`src/rtl/eth_mdio_pkg.sv`:
```
// Shared types, frame constants and the frame builder for the clause 22 MDIO master.
package eth_mdio_pkg;

    typedef enum logic [1:0] {IDLE, SHIFT, DONE} mdio_state_e;

    localparam logic [1:0] MDIO_ST    = 2'b01;
    localparam logic [1:0] MDIO_OP_RD = 2'b10;
    localparam logic [1:0] MDIO_OP_WR = 2'b01;
    localparam logic [1:0] MDIO_TA_WR = 2'b10;

    // Bit positions inside the 32-bit ST..DATA header.
    localparam int TA_POS   = 16;
    localparam int DATA_POS = 0;

    // Full 32 preamble ones on top; shorter preambles just start lower in the word.
    function automatic logic [63:0] mdio_frame(input logic rd, input logic [4:0] phyad,
                                               input logic [4:0] regad, input logic [15:0] wdata);
        logic [31:0] hdr;
        hdr = {MDIO_ST, (rd ? MDIO_OP_RD : MDIO_OP_WR), phyad, regad,
               (rd ? 2'b00 : MDIO_TA_WR), (rd ? 16'h0000 : wdata)};
        return {32'hFFFF_FFFF, hdr};
    endfunction

endpackage

```
`src/rtl/eth_mdio_master_tick.sv`:
```
// MDC generator: half-period counter, MDC level and one-cycle rise/fall strobes.
module mdio_tick_gen #(
    parameter int CLK_DIV = 25
) (
    input  logic clk,
    input  logic rst,
    input  logic clr,
    input  logic en,
    output logic rise_tick,
    output logic fall_tick,
    output logic mdc
);
    localparam int CW = $clog2(CLK_DIV);

    logic [CW-1:0] cnt;
    logic          wrap;

    assign wrap      = (cnt == CW'(CLK_DIV - 1));
    assign rise_tick = en & wrap & ~mdc;
    assign fall_tick = en & wrap & mdc;

    always_ff @(posedge clk or posedge rst) begin
        if (rst) begin
            cnt <= '0;
            mdc <= 1'b0;
        end else if (clr) begin
            cnt <= '0;
            mdc <= 1'b0;
        end else if (en) begin
            cnt <= wrap ? '0 : cnt + CW'(1);
            if (wrap) mdc <= ~mdc;
        end
    end
endmodule

```
`src/rtl/eth_mdio_master.sv`:
```
// Clause 22 MDIO master: serialises one read/write frame, returns read data,
// and muxes a legacy bit-bang path onto the pads while idle.
module eth_mdio_master #(
    parameter int CLK_DIV  = 25,
    parameter int PRE_BITS = 32
) (
    input  logic        msoc_clk,
    input  logic        rst_int,
    input  logic        cmd_start,
    input  logic        cmd_read,
    input  logic [4:0]  cmd_phyad,
    input  logic [4:0]  cmd_regad,
    input  logic [15:0] cmd_wdata,
    output logic        busy,
    output logic        done,
    output logic [15:0] rdata,
    input  logic        bb_en,
    input  logic        bb_mdc,
    input  logic        bb_mdio_o,
    input  logic        bb_mdio_oen,
    input  logic        phy_mdio_i,
    output logic        phy_mdio_o,
    output logic        phy_mdio_oen,
    output logic        phy_mdc
);
    import eth_mdio_pkg::*;

    localparam int N = PRE_BITS + 32;

    mdio_state_e state, state_nx;
    logic        accept, shifting, last_fall;
    logic        rise_tick, fall_tick, mdc;
    logic        rd_q;
    logic [63:0] frame, sr;
    logic [5:0]  bitcnt;
    logic [1:0]  sync;
    logic [15:0] rd_sr;

    assign frame     = mdio_frame(cmd_read, cmd_phyad, cmd_regad, cmd_wdata);
    assign accept    = (state == IDLE) & cmd_start;
    assign shifting  = (state == SHIFT);
    assign last_fall = fall_tick & (bitcnt == 6'd0);
    assign busy      = shifting;
    assign done      = (state == DONE);

    mdio_tick_gen #(.CLK_DIV(CLK_DIV)) u_tick (
        .clk       (msoc_clk),
        .rst       (rst_int),
        .clr       (accept),
        .en        (shifting),
        .rise_tick (rise_tick),
        .fall_tick (fall_tick),
        .mdc       (mdc)
    );

    always_ff @(posedge msoc_clk or posedge rst_int) begin
        if (rst_int) state <= IDLE;
        else         state <= state_nx;
    end

    always_comb begin
        state_nx = state;
        case (state)
            IDLE:    if (cmd_start) state_nx = SHIFT;
            SHIFT:   if (last_fall) state_nx = DONE;
            DONE:    state_nx = IDLE;
            default: state_nx = IDLE;
        endcase
    end

    always_ff @(posedge msoc_clk or posedge rst_int) begin
        if (rst_int) sync <= 2'b00;
        else         sync <= {sync[0], phy_mdio_i};
    end

    // sr holds the bits still to be sent; the first bit goes straight to the pad.
    always_ff @(posedge msoc_clk or posedge rst_int) begin
        if (rst_int) begin
            sr     <= '0;
            bitcnt <= '0;
            rd_q   <= 1'b0;
            rd_sr  <= '0;
            rdata  <= '0;
        end else if (accept) begin
            sr     <= frame << 1;
            bitcnt <= 6'(N - 1);
            rd_q   <= cmd_read;
        end else if (shifting) begin
            if (rise_tick && rd_q && bitcnt < 6'(DATA_POS + 16))
                rd_sr <= {rd_sr[14:0], sync[1]};
            if (fall_tick && !last_fall) begin
                sr     <= sr << 1;
                bitcnt <= bitcnt - 6'd1;
            end
            if (last_fall && rd_q) rdata <= rd_sr;
        end
    end

    // Pads are registered; bit-bang values pass through only outside a frame.
    always_ff @(posedge msoc_clk or posedge rst_int) begin
        if (rst_int) begin
            phy_mdc      <= 1'b0;
            phy_mdio_o   <= 1'b0;
            phy_mdio_oen <= 1'b1;
        end else if (accept) begin
            phy_mdc      <= 1'b0;
            phy_mdio_o   <= frame[N-1];
            phy_mdio_oen <= 1'b0;
        end else if (shifting && !last_fall) begin
            if (rise_tick)      phy_mdc <= 1'b1;
            else if (fall_tick) phy_mdc <= 1'b0;
            if (fall_tick) begin
                phy_mdio_o   <= sr[N-1];
                // The bit now starting is at position bitcnt-1; release from the first TA bit.
                phy_mdio_oen <= rd_q & (bitcnt <= 6'(TA_POS + 2));
            end
        end else if (bb_en) begin
            phy_mdc      <= bb_mdc;
            phy_mdio_o   <= bb_mdio_o;
            phy_mdio_oen <= bb_mdio_oen;
        end else begin
            phy_mdc      <= 1'b0;
            phy_mdio_o   <= 1'b0;
            phy_mdio_oen <= 1'b1;
        end
    end
endmodule

```
`config.mk`:
```
export PLATFORM = sky130hd
export DESIGN_NAME = eth_mdio_master
export DESIGN_NICKNAME = d
export VERILOG_FILES = /design/src/rtl/eth_mdio_pkg.sv /design/src/rtl/eth_mdio_master_tick.sv /design/src/rtl/eth_mdio_master.sv
export SDC_FILE = /design/constraint.sdc
export NUM_CORES = 1
export LEC_CHECK = 0
export BUFFER_PORTS_ARGS = -buffer_cell sky130_fd_sc_hd__buf_2
export CAP_MARGIN = 0
export CORE_AREA = 3 3 134 136
export CTS_CLUSTER_DIAMETER = 120
export CTS_CLUSTER_SIZE = 14
export DETAILED_ROUTE_END_ITERATION = 16
export DIE_AREA = 0 0 137 139
export PLACE_DENSITY = 0.47
export RECOVER_POWER = 100
export SLEW_MARGIN = 20
export SYNTH_ARGS = -nofsm -noshare
export SYNTH_HDL_FRONTEND = slang
export SYNTH_SLANG_ARGS = --single-unit
export TNS_END_PERCENT = 1
```
`constraint.sdc`:
```
create_clock -name msoc_clk -period 7.1 [get_ports msoc_clk]
set_clock_uncertainty 0.05 [all_clocks]
set_input_delay 0.71 -clock msoc_clk [delete_from_list [all_inputs] [get_ports msoc_clk]]
set_output_delay 0.71 -clock msoc_clk [all_outputs]
set_load 0.01 [all_outputs]
```
==> flow_metrics.tcl, run 1 <==
set metrics [dict create \
    status "finished, violations left" \
    violations "max-capacitance violations, max-slew violations" \
    track_usage 0.118 \
    synth-xor-area-share 0.00346 \
    worstSetupStartpointType "flop" \
    p_per_area_nw_per_um2 362 \
    syn_inst 474 \
    ctsHoldBuffers 0 \
    switching_share 0.268 \
    synthAdderAreaFrac 0.00741 \
    grt_pass1_wl_um 18000 \
    timing.final.crit_period_ns 4.26 \
    die_h_um 139 \
    cts_sinks 115 \
    synthesis.area_um2 5070 \
    holdWs_ns 0.303 \
    hold_path_class "reg -> reg" \
    setup-tns-final_ns 0 \
    synth_top_area_cell "dfrtp_1" \
    numCtsBuffers 17 \
    wl_per_cell_um 14.0 \
    synth.mux.area_fraction 0.0807 \
    clkSlewWorstSetupHoldPaths_ns 0.05 \
    synth-main-ff-cell "dfrtp_1" \
    ios 56 \
    finalCritPeriodShare 0.601 \
    synth_top_family_by_area "simple AND/OR/NAND/NOR gates" \
    synth_edf_count 0 \
    cp_cell_sequence "inv_1, ha_1, or3b_1, o2111a_2, clkbuf_1, nand3_1, nand3_1" \
    power.leakage_nw 2.73 \
    totalWireLength_um 10600 \
    cp_common_cell "nand3_1" \
    coreArea_um2 17100 \
    ctsResizeCount 0 \
    cts_setup_buffers 0 \
    initial_core_util 0.297 \
    setup_ws_ns 2.84 \
    n_antenna_cell 0 \
    overflow 0 \
    maxSlewViolCount 239 \
    synth.distinct_cells 49 \
    hold_viol 0 \
    dr_total_vias 3600 \
    fp.dieW_um 137 \
    globalplace.congestion 0.717 \
    slowest_delay_ns 2.09 \
    synthToLayoutAreaGrowth_pct 17.5 \
    max_slew_margin -0.980 \
    final_common_cell "dfrtp_1" \
    rsz0062_at_grt "no" \
    firstDrtPassIters 5 \
    clkPwrFrac 0.394 \
    ant_nets 0 \
    final_cell_mix "dfrtp_1, nand2_1, nand3_1" \
    clk_latency_ns 0.41 \
    dp_slack_ns 4.54 \
    critPathArrivalTime_ns 4.55 \
    drtIter0Drc 280 \
    maxCapViolCount 4 \
    dp_hpwl_um 6080 \
    rows 48 \
    die_area_um2 19000 \
    final_util 0.349 \
    worstPathRequired_ns 7.39 \
    tritoncts "yes" \
    viasPerCell 4.77 \
    criticalPathCategory "reg -> reg" \
    tightest_slew_ns 2.97 \
    seqPwrFrac 0.451 \
    fmax_mhz 235 \
    clockRootBuffer "clkbuf_16" \
    nets 555 \
    yosys.area_share.simple 0.212 \
    async_reset_ff_frac 1.00 \
    nFillCells 1763 \
    synth-seq-cells 115 \
    port_buffers 55 \
    synth-compound-area-share 0.0815 \
    cp_slowest_cell "clkbuf_1" \
    htree_num_levels 4 \
    cp-end-kind "flop" \
    grt_pass1_vias 3650 \
    finalSetupViolCount 0 \
    cp_max_fo 68 \
    antenna_found_initial 0 \
    drive_above_1_share 0.185 \
    synth_area_per_cell_um2 10.7 \
    vdd_drop_max_uv 191 \
    yosysWarnings 0 \
    synth_nets 512 \
    power_frac_comb 0.155 \
    drc 0 \
    internal_power_w 0.00158 \
    synth_top_area_share 0.563 \
    seq_area_frac_synth 0.568 \
    p_switching_w 0.000578 \
    grt_max_degree 82 \
    synth_area_leaders "dfrtp_1, nand2_1, nand3_1, mux2_2, mux2_4" \
    cts.path.max_buffers 2 \
]
==> through the flow <==
step	total power, W	instance area (um^2)	cells
floorplan	0.00123	5070	474
detailed placement	0.00133	5480	723
global route	0.00230	5950	755
finish	0.00216	5950	755
CTS	0.00219	6060	755
global placement	0.00130	5480	723
==> synth_stat cells, types with 2 or more instances <==
| cell | n |
|---|---|
| nor2b_1 | 2 |
| a211oi_1 | 2 |
| nand3b_1 | 16 |
| mux2_4 | 10 |
| ha_1 | 3 |
| clkbuf_1 | 15 |
| o21ai_0 | 29 |
| buf_4 | 5 |
| nand3_1 | 61 |
| a31oi_1 | 2 |
| or4b_2 | 2 |
| a21oi_1 | 6 |
| dfrtp_1 | 114 |
| nor2_1 | 12 |
| a221o_1 | 7 |
| xnor2_1 | 2 |
| nand4_4 | 2 |
| nand2_1 | 94 |
| mux2_2 | 23 |
| inv_1 | 7 |
| o41ai_1 | 2 |
| nor3_1 | 7 |
| buf_2 | 11 |
| or3_1 | 2 |
| buf_6 | 5 |
| and3_1 | 8 |
| o211ai_1 | 2 |
| a22o_1 | 2 |
==> metal layers <==
metal,global-route usage,wire length (um),vias up
li1,-,-,1728
met1,0.156,5070,1782
met2,0.177,4820,69
met3,0.0348,436,21
met4,0.0562,241,0
met5,0,0,-
==> state kept, by name (all words and copies together) (netlist names) <==
name	count
sr	63
rd_sr	16
rdata	16
bitcnt	6
u_tick.cnt	5
state	2
sync	2
phy_mdc	1
phy_mdio_o	1
phy_mdio_oen	1
rd_q	1
u_tick.mdc	1
==> layout make-up <==
cell class,count,area (um^2),area share
clock buffer,21,450,0.0757
clock inverter,11,135,0.0227
inverter,8,31.3,0.00525
multi-input combinational,315,1900,0.318
sequential,115,2880,0.484
tap,225,282,0.0473
timing repair buffer,60,280,0.0471
==> worst paths after layout <==
| kind | startpoint | cells past startpoint | endpoint | slack [ns] |
|---|---|---|---|---|
| min reg2reg | sync[0] | 0 | sync[1] | 0.30 |
| max | bitcnt[0] | 7 | sr[26] | 2.84 |
| min | sync[0] | 0 | sync[1] | 0.30 |
| max in group asynchronous | rst_int | 3 | sr[50] | 5.08 |
| min in group asynchronous | rst_int | 2 | sync[0] | 0.60 |
| max reg2reg | bitcnt[0] | 7 | sr[26] | 2.84 |
==> power groups by stage <==
| stage | Combinational (W) | Sequential [W] | Clock (W) |
|---|---|---|---|
| after floorplan | 0.000282 | 0.000949 | 0 |
| after global placement | 0.000327 | 0.000978 | 0 |
| after detailed placement | 0.000343 | 0.000982 | 0 |
| after CTS | 0.000345 | 0.000974 | 0.000875 |
| after global routing | 0.000393 | 0.00100 | 0.000908 |
| final | 0.000335 | 0.000972 | 0.000850 |
==> critical path, delay by kind of cell, from the launching register on <==
kind / cells / cell delay (ns)
compound gates: 1 / 0.27
fa+ha+maj: 1 / 0.21
buf+inv: 2 / 2.15
flops: 1 / 0.42
simple gates: 3 / 1.09
==> cells by family (layout without fill, tap and decap cells) <==
group / Yosys count / after routing
xor+xnor: 2 / 2
buf+inv: 44 / 100
mux: 33 / 33
simple gates: 215 / 215
compound gates: 62 / 62
flops: 115 / 115
fa+ha+maj: 3 / 3
Note: power is estimated with default switching activity, not from simulation.
==> run 2: changes to the inputs <==
- PLACE_DENSITY: 0.47 -> 0.49
- clock period: 7.1 -> 3.9 ns (I/O delays scaled with it)
==> flow_metrics.tcl, run 2 (synthesis gave the netlist of run 1 again) <==
set metrics [dict create \
    status "finished, violations left" \
    violations "max-capacitance violations, max-slew violations" \
    met2_usage 0.182 \
    top_regs "sr x63, rd_sr x16, rdata x16" \
    numCtsBuffers 17 \
    ios 56 \
    final_util 0.346 \
    power.leakage_nw 2.73 \
    crit_end "sr[18]" \
    ctsHoldBuffers 0 \
    clkSlewWorstSetupHoldPaths_ns 0.05 \
    tritoncts "yes" \
    die_h_um 139 \
    synthToLayoutAreaGrowth_pct 16.5 \
    holdWs_ns 0.0482 \
    setup-tns-final_ns 0 \
    regToRegEndpoint "sr[18]" \
    ant_nets 0 \
    hold_path_class "in -> reg" \
    r2r_slack_ns 0.73 \
    final_cell_mix "dfrtp_1, nand2_1, nand3_1" \
    cp-end-kind "flop" \
    drc 0 \
    port_buffers 55 \
    setup_ws_ns 0.729 \
    grt_pass1_wl_um 17900 \
    cts.path.max_buffers 2 \
    dr_total_vias 3618 \
    cp_max_fo 20 \
    maxSlewViolCount 74 \
    finalSetupViolCount 0 \
    ctsResizeCount 0 \
    drive_above_1_share 0.184 \
    dp_slack_ns 1.11 \
    clockRootBuffer "clkbuf_16" \
    cts_setup_buffers 0 \
    grtUsageMet1 0.151 \
    r2r_cells 4 \
    max_slew_margin -0.668 \
    worstSetupStartpointType "flop" \
    reg2reg_from "state[1]" \
    maxCapViolCount 2 \
    antenna_found_initial 0 \
    instances_no_fill 757 \
    totalWireLength_um 10400 \
    met3_usage 0.0432 \
    timing.final.crit_period_ns 3.17 \
    htree_num_levels 4 \
    final_common_cell "dfrtp_1" \
    track_usage 0.117 \
    vdd_drop_max_uv 309 \
    grt_pass1_vias 3590 \
    critPathArrivalTime_ns 3.43 \
    largest_register_ffs 63 \
    drtIter0Drc 246 \
    initial_core_util 0.297 \
    overflow 0 \
    fmax_mhz 315 \
    tightest_slew_ns 2.49 \
    dp_hpwl_um 6600 \
    rows 48 \
    n_antenna_cell 0 \
    grt_max_degree 56 \
    wl_per_cell_um 13.8 \
    nets 558 \
    cts_sinks 115 \
    worstPathRequired_ns 4.16 \
    die_area_um2 19000 \
    top_register "sr" \
    hold_viol 0 \
    criticalPathCategory "reg -> reg" \
    finalCritPeriodShare 0.813 \
    nFillCells 1769 \
    clk_latency_ns 0.40 \
    firstDrtPassIters 4 \
    rsz0062_at_grt "no" \
    grt-busiest-layer "met2" \
    viasPerCell 4.78 \
    globalplace.congestion 0.718 \
    cp-startpoint "state[1]" \
    fp.dieW_um 137 \
    dp.cells 726 \
    coreArea_um2 17100 \
    p_per_area_nw_per_um2 632 \
]
run 2: routing by layer:
| layer | up-vias | wire [um] |
|---|---|---|
| met1 | 1793 | 4870 |
| met2 | 75 | 4890 |
| met3 | 14 | 516 |
| li1 | 1736 | - |
| met5 | - | 0 |
| met4 | 0 | 146 |
run 2: how the worst min path moves through the flow:
stage | start | endpoint | slack (ns) | depth (start not counted)
after floorplan | sync[0] | sync[1] | 0.28 | 0
after detailed placement | sync[0] | sync[1] | 0.29 | 0
after global placement | sync[0] | sync[1] | 0.29 | 0
after CTS | phy_mdio_i | sync[0] | 0.03 | 1
after global routing | phy_mdio_i | sync[0] | 0.03 | 1
final | phy_mdio_i | sync[0] | 0.05 | 1
run 2: final cells by class:
class,instances,area (um^2),area share
Clock inverter,6,30.0,0.00509
Timing Repair Buffer,63,312,0.0528
Inverter,8,31.3,0.00530
Sequential cell,115,2880,0.488
Multi-Input combinational cell,315,1880,0.319
Clock buffer,25,485,0.0822
Tap cell,225,282,0.0477
run 2: power breakdown:
group / switching, W / internal, W / total, W
Clock: 0.000503 / 0.000849 / 0.00135
Sequential: 0.000217 / 0.00156 / 0.00178
Combinational: 0.000304 / 0.000301 / 0.000605
Total: 0.00102 / 0.00271 / 0.00373
run 2: through the flow:
stage / cell area (um^2) / total power (W)
after CTS: 6030 / 0.00380
after global routing: 5900 / 0.00398
after floorplan: 5070 / 0.00224
final: 5900 / 0.00373
after global placement: 5510 / 0.00238
after detailed placement: 5510 / 0.00242
run 2: worst max-delay path, cell delays in order, from the launching register on:
cell and delay, ns:
dfrtp_1 0.40, nor3b_1 1.61, clkbuf_1 0.69, nor3_1 0.10
a211oi_1 0.21
==> run 3: changes to the inputs <==
- clock period: 3.9 -> 2.8 ns (I/O delays scaled with it)
==> flow_metrics.tcl, run 3 (synthesis gave the netlist of run 1 again) <==
set metrics [dict create \
    slowest_delay_ns 0.53 \
    cp_max_fo 54 \
    globalplace.congestion 0.697 \
    clk_latency_ns 0.41 \
    cts.path.max_buffers 2 \
    rows 48 \
    nets 562 \
    worstPathRequired_ns 3.09 \
    ios 56 \
    drc 0 \
    status "finished, violations left" \
    grt_pass1_wl_um 18600 \
    n_antenna_cell 0 \
    finalSetupViolCount 0 \
    top_register "sr" \
    die_area_um2 19000 \
    clkSlewWorstSetupHoldPaths_ns 0.05 \
    setup-tns-final_ns 0 \
    tritoncts "yes" \
    ant_nets 0 \
    overflow 0 \
    power.leakage_nw 2.82 \
    dr_total_vias 3649 \
    critPathArrivalTime_ns 2.66 \
    maxCapViolCount 1 \
    fmax_mhz 422 \
    viasPerCell 4.80 \
    numCtsBuffers 17 \
    largest_register_ffs 63 \
    initial_core_util 0.297 \
    violations "max-capacitance violations, max-slew violations" \
    final_cell_mix "dfrtp_1, nand2_1, nand3_1" \
    final_common_cell "dfrtp_1" \
    maxSlewViolCount 41 \
    top_regs "sr x63, rd_sr x16, rdata x16" \
    max_slew_margin -0.144 \
    criticalPathCategory "reg -> reg" \
    clockRootBuffer "clkbuf_16" \
    drive_above_1_share 0.200 \
    wl_per_cell_um 13.8 \
    dp_hpwl_um 6400 \
    firstDrtPassIters 4 \
    htree_num_levels 4 \
    final_util 0.357 \
    die_h_um 139 \
    antenna_found_initial 0 \
    grt_pass1_vias 3839 \
    critPathTopFamily "simple AND/OR/NAND/NOR gates" \
    hold_viol 0 \
    cts_setup_buffers 0 \
    cp_cell_sequence "inv_1, ha_1, or3b_1, o2111ai_1, buf_12, and3_1, a221o_1" \
    rsz0062_at_grt "no" \
    coreArea_um2 17100 \
    grt_max_degree 69 \
    path_buf_inv 2 \
    synthToLayoutAreaGrowth_pct 20.3 \
    hold_path_class "in -> reg" \
    worstSetupStartpointType "flop" \
    finalCritPeriodShare 0.846 \
    cp_slowest_cell "or3b_1" \
    p_total_w 0.00564 \
    fp.dieW_um 137 \
    timing.final.crit_period_ns 2.37 \
    port_buffers 55 \
    vdd_drop_max_uv 422 \
    track_usage 0.122 \
    drtIter0Drc 261 \
    tightest_slew_ns 1.71 \
    cp-end-kind "flop" \
    p_per_area_nw_per_um2 925 \
    cts_sinks 115 \
    totalWireLength_um 10500 \
]
run 3: changes by cell type in the layout (fill, tap and decap cells not counted), moves of 2 or more:
cell	previous run	this run
clkbuf_1	28	24
nand4_1	3	1
buf_12	1	3
clkinv_2	6	3
bufinv_16	0	4
run 3: worst paths after layout:
check                        startpoint        end  slack, ns  cells after the start
max                           bitcnt[0]     sr[19]       0.43                      7
min                        cmd_phyad[4]     sr[28]       0.02                      3
max reg2reg                   bitcnt[0]     sr[19]       0.43                      7
min reg2reg                     sync[0]    sync[1]       0.30                      0
max in group asynchronous       rst_int     sr[51]       0.82                      3
min in group asynchronous       rst_int  rdata[13]       0.24                      2
run 3: layout make-up:
cell class                      instances  area (um^2)
Clock buffer                           22          484
Clock inverter                          9          151
Fill cell                            1748        11000
Inverter                                8         31.3
Multi-Input combinational cell        315         1900
Sequential cell                       115         2880
Tap cell                              225          282
Timing Repair Buffer                   67          367
run 3: worst min-delay path, delay by kind of cell:
kind | cells | cell delay [ns]
AND/OR/NAND/NOR | 2 | 0.09
buffers and inverters | 1 | 0.08
run 3: repair_timing:
| item | 4_1_cts | 5_1_grt |
|---|---|---|
| hold endpoints to repair | 1 | 0 |
| hold buffers | 1 | 0 |
| gates resized for setup | 0 | 0 |
run 3: per-layer routing:
metal | wire length, um | vias up | global-route usage
li1 | - | 1753 | -
met1 | 4920 | 1811 | 0.154
met2 | 4980 | 69 | 0.192
met3 | 445 | 16 | 0.0432
met4 | 165 | 0 | 0.0457
met5 | 0 | - | 0
run 3: where the power goes:
part,total [W],internal [W],switching [W]
clock network,0.00231,0.00157,0.000735
logic,0.000857,0.000430,0.000427
registers,0.00247,0.00217,0.000303
total,0.00564,0.00417,0.00147
run 3: metrics by stage:
| stage | cell area (um^2) | worst slack [ns] | instances | hold WS, ns |
|---|---|---|---|---|
| 2_1_floorplan | 5070 | 0.763 | 474 | 0.261 |
| 3_3_place_gp | 5570 | 0.497 | 729 | 0.288 |
| 3_5_place_dp | 5570 | 0.449 | 729 | 0.293 |
| 4_1_cts | 6220 | 0.445 | 761 | 0.00229 |
| 5_1_grt | 6100 | 0.252 | 761 | 0.0264 |
| 6_report | 6100 | 0.432 | 761 | 0.0250 |
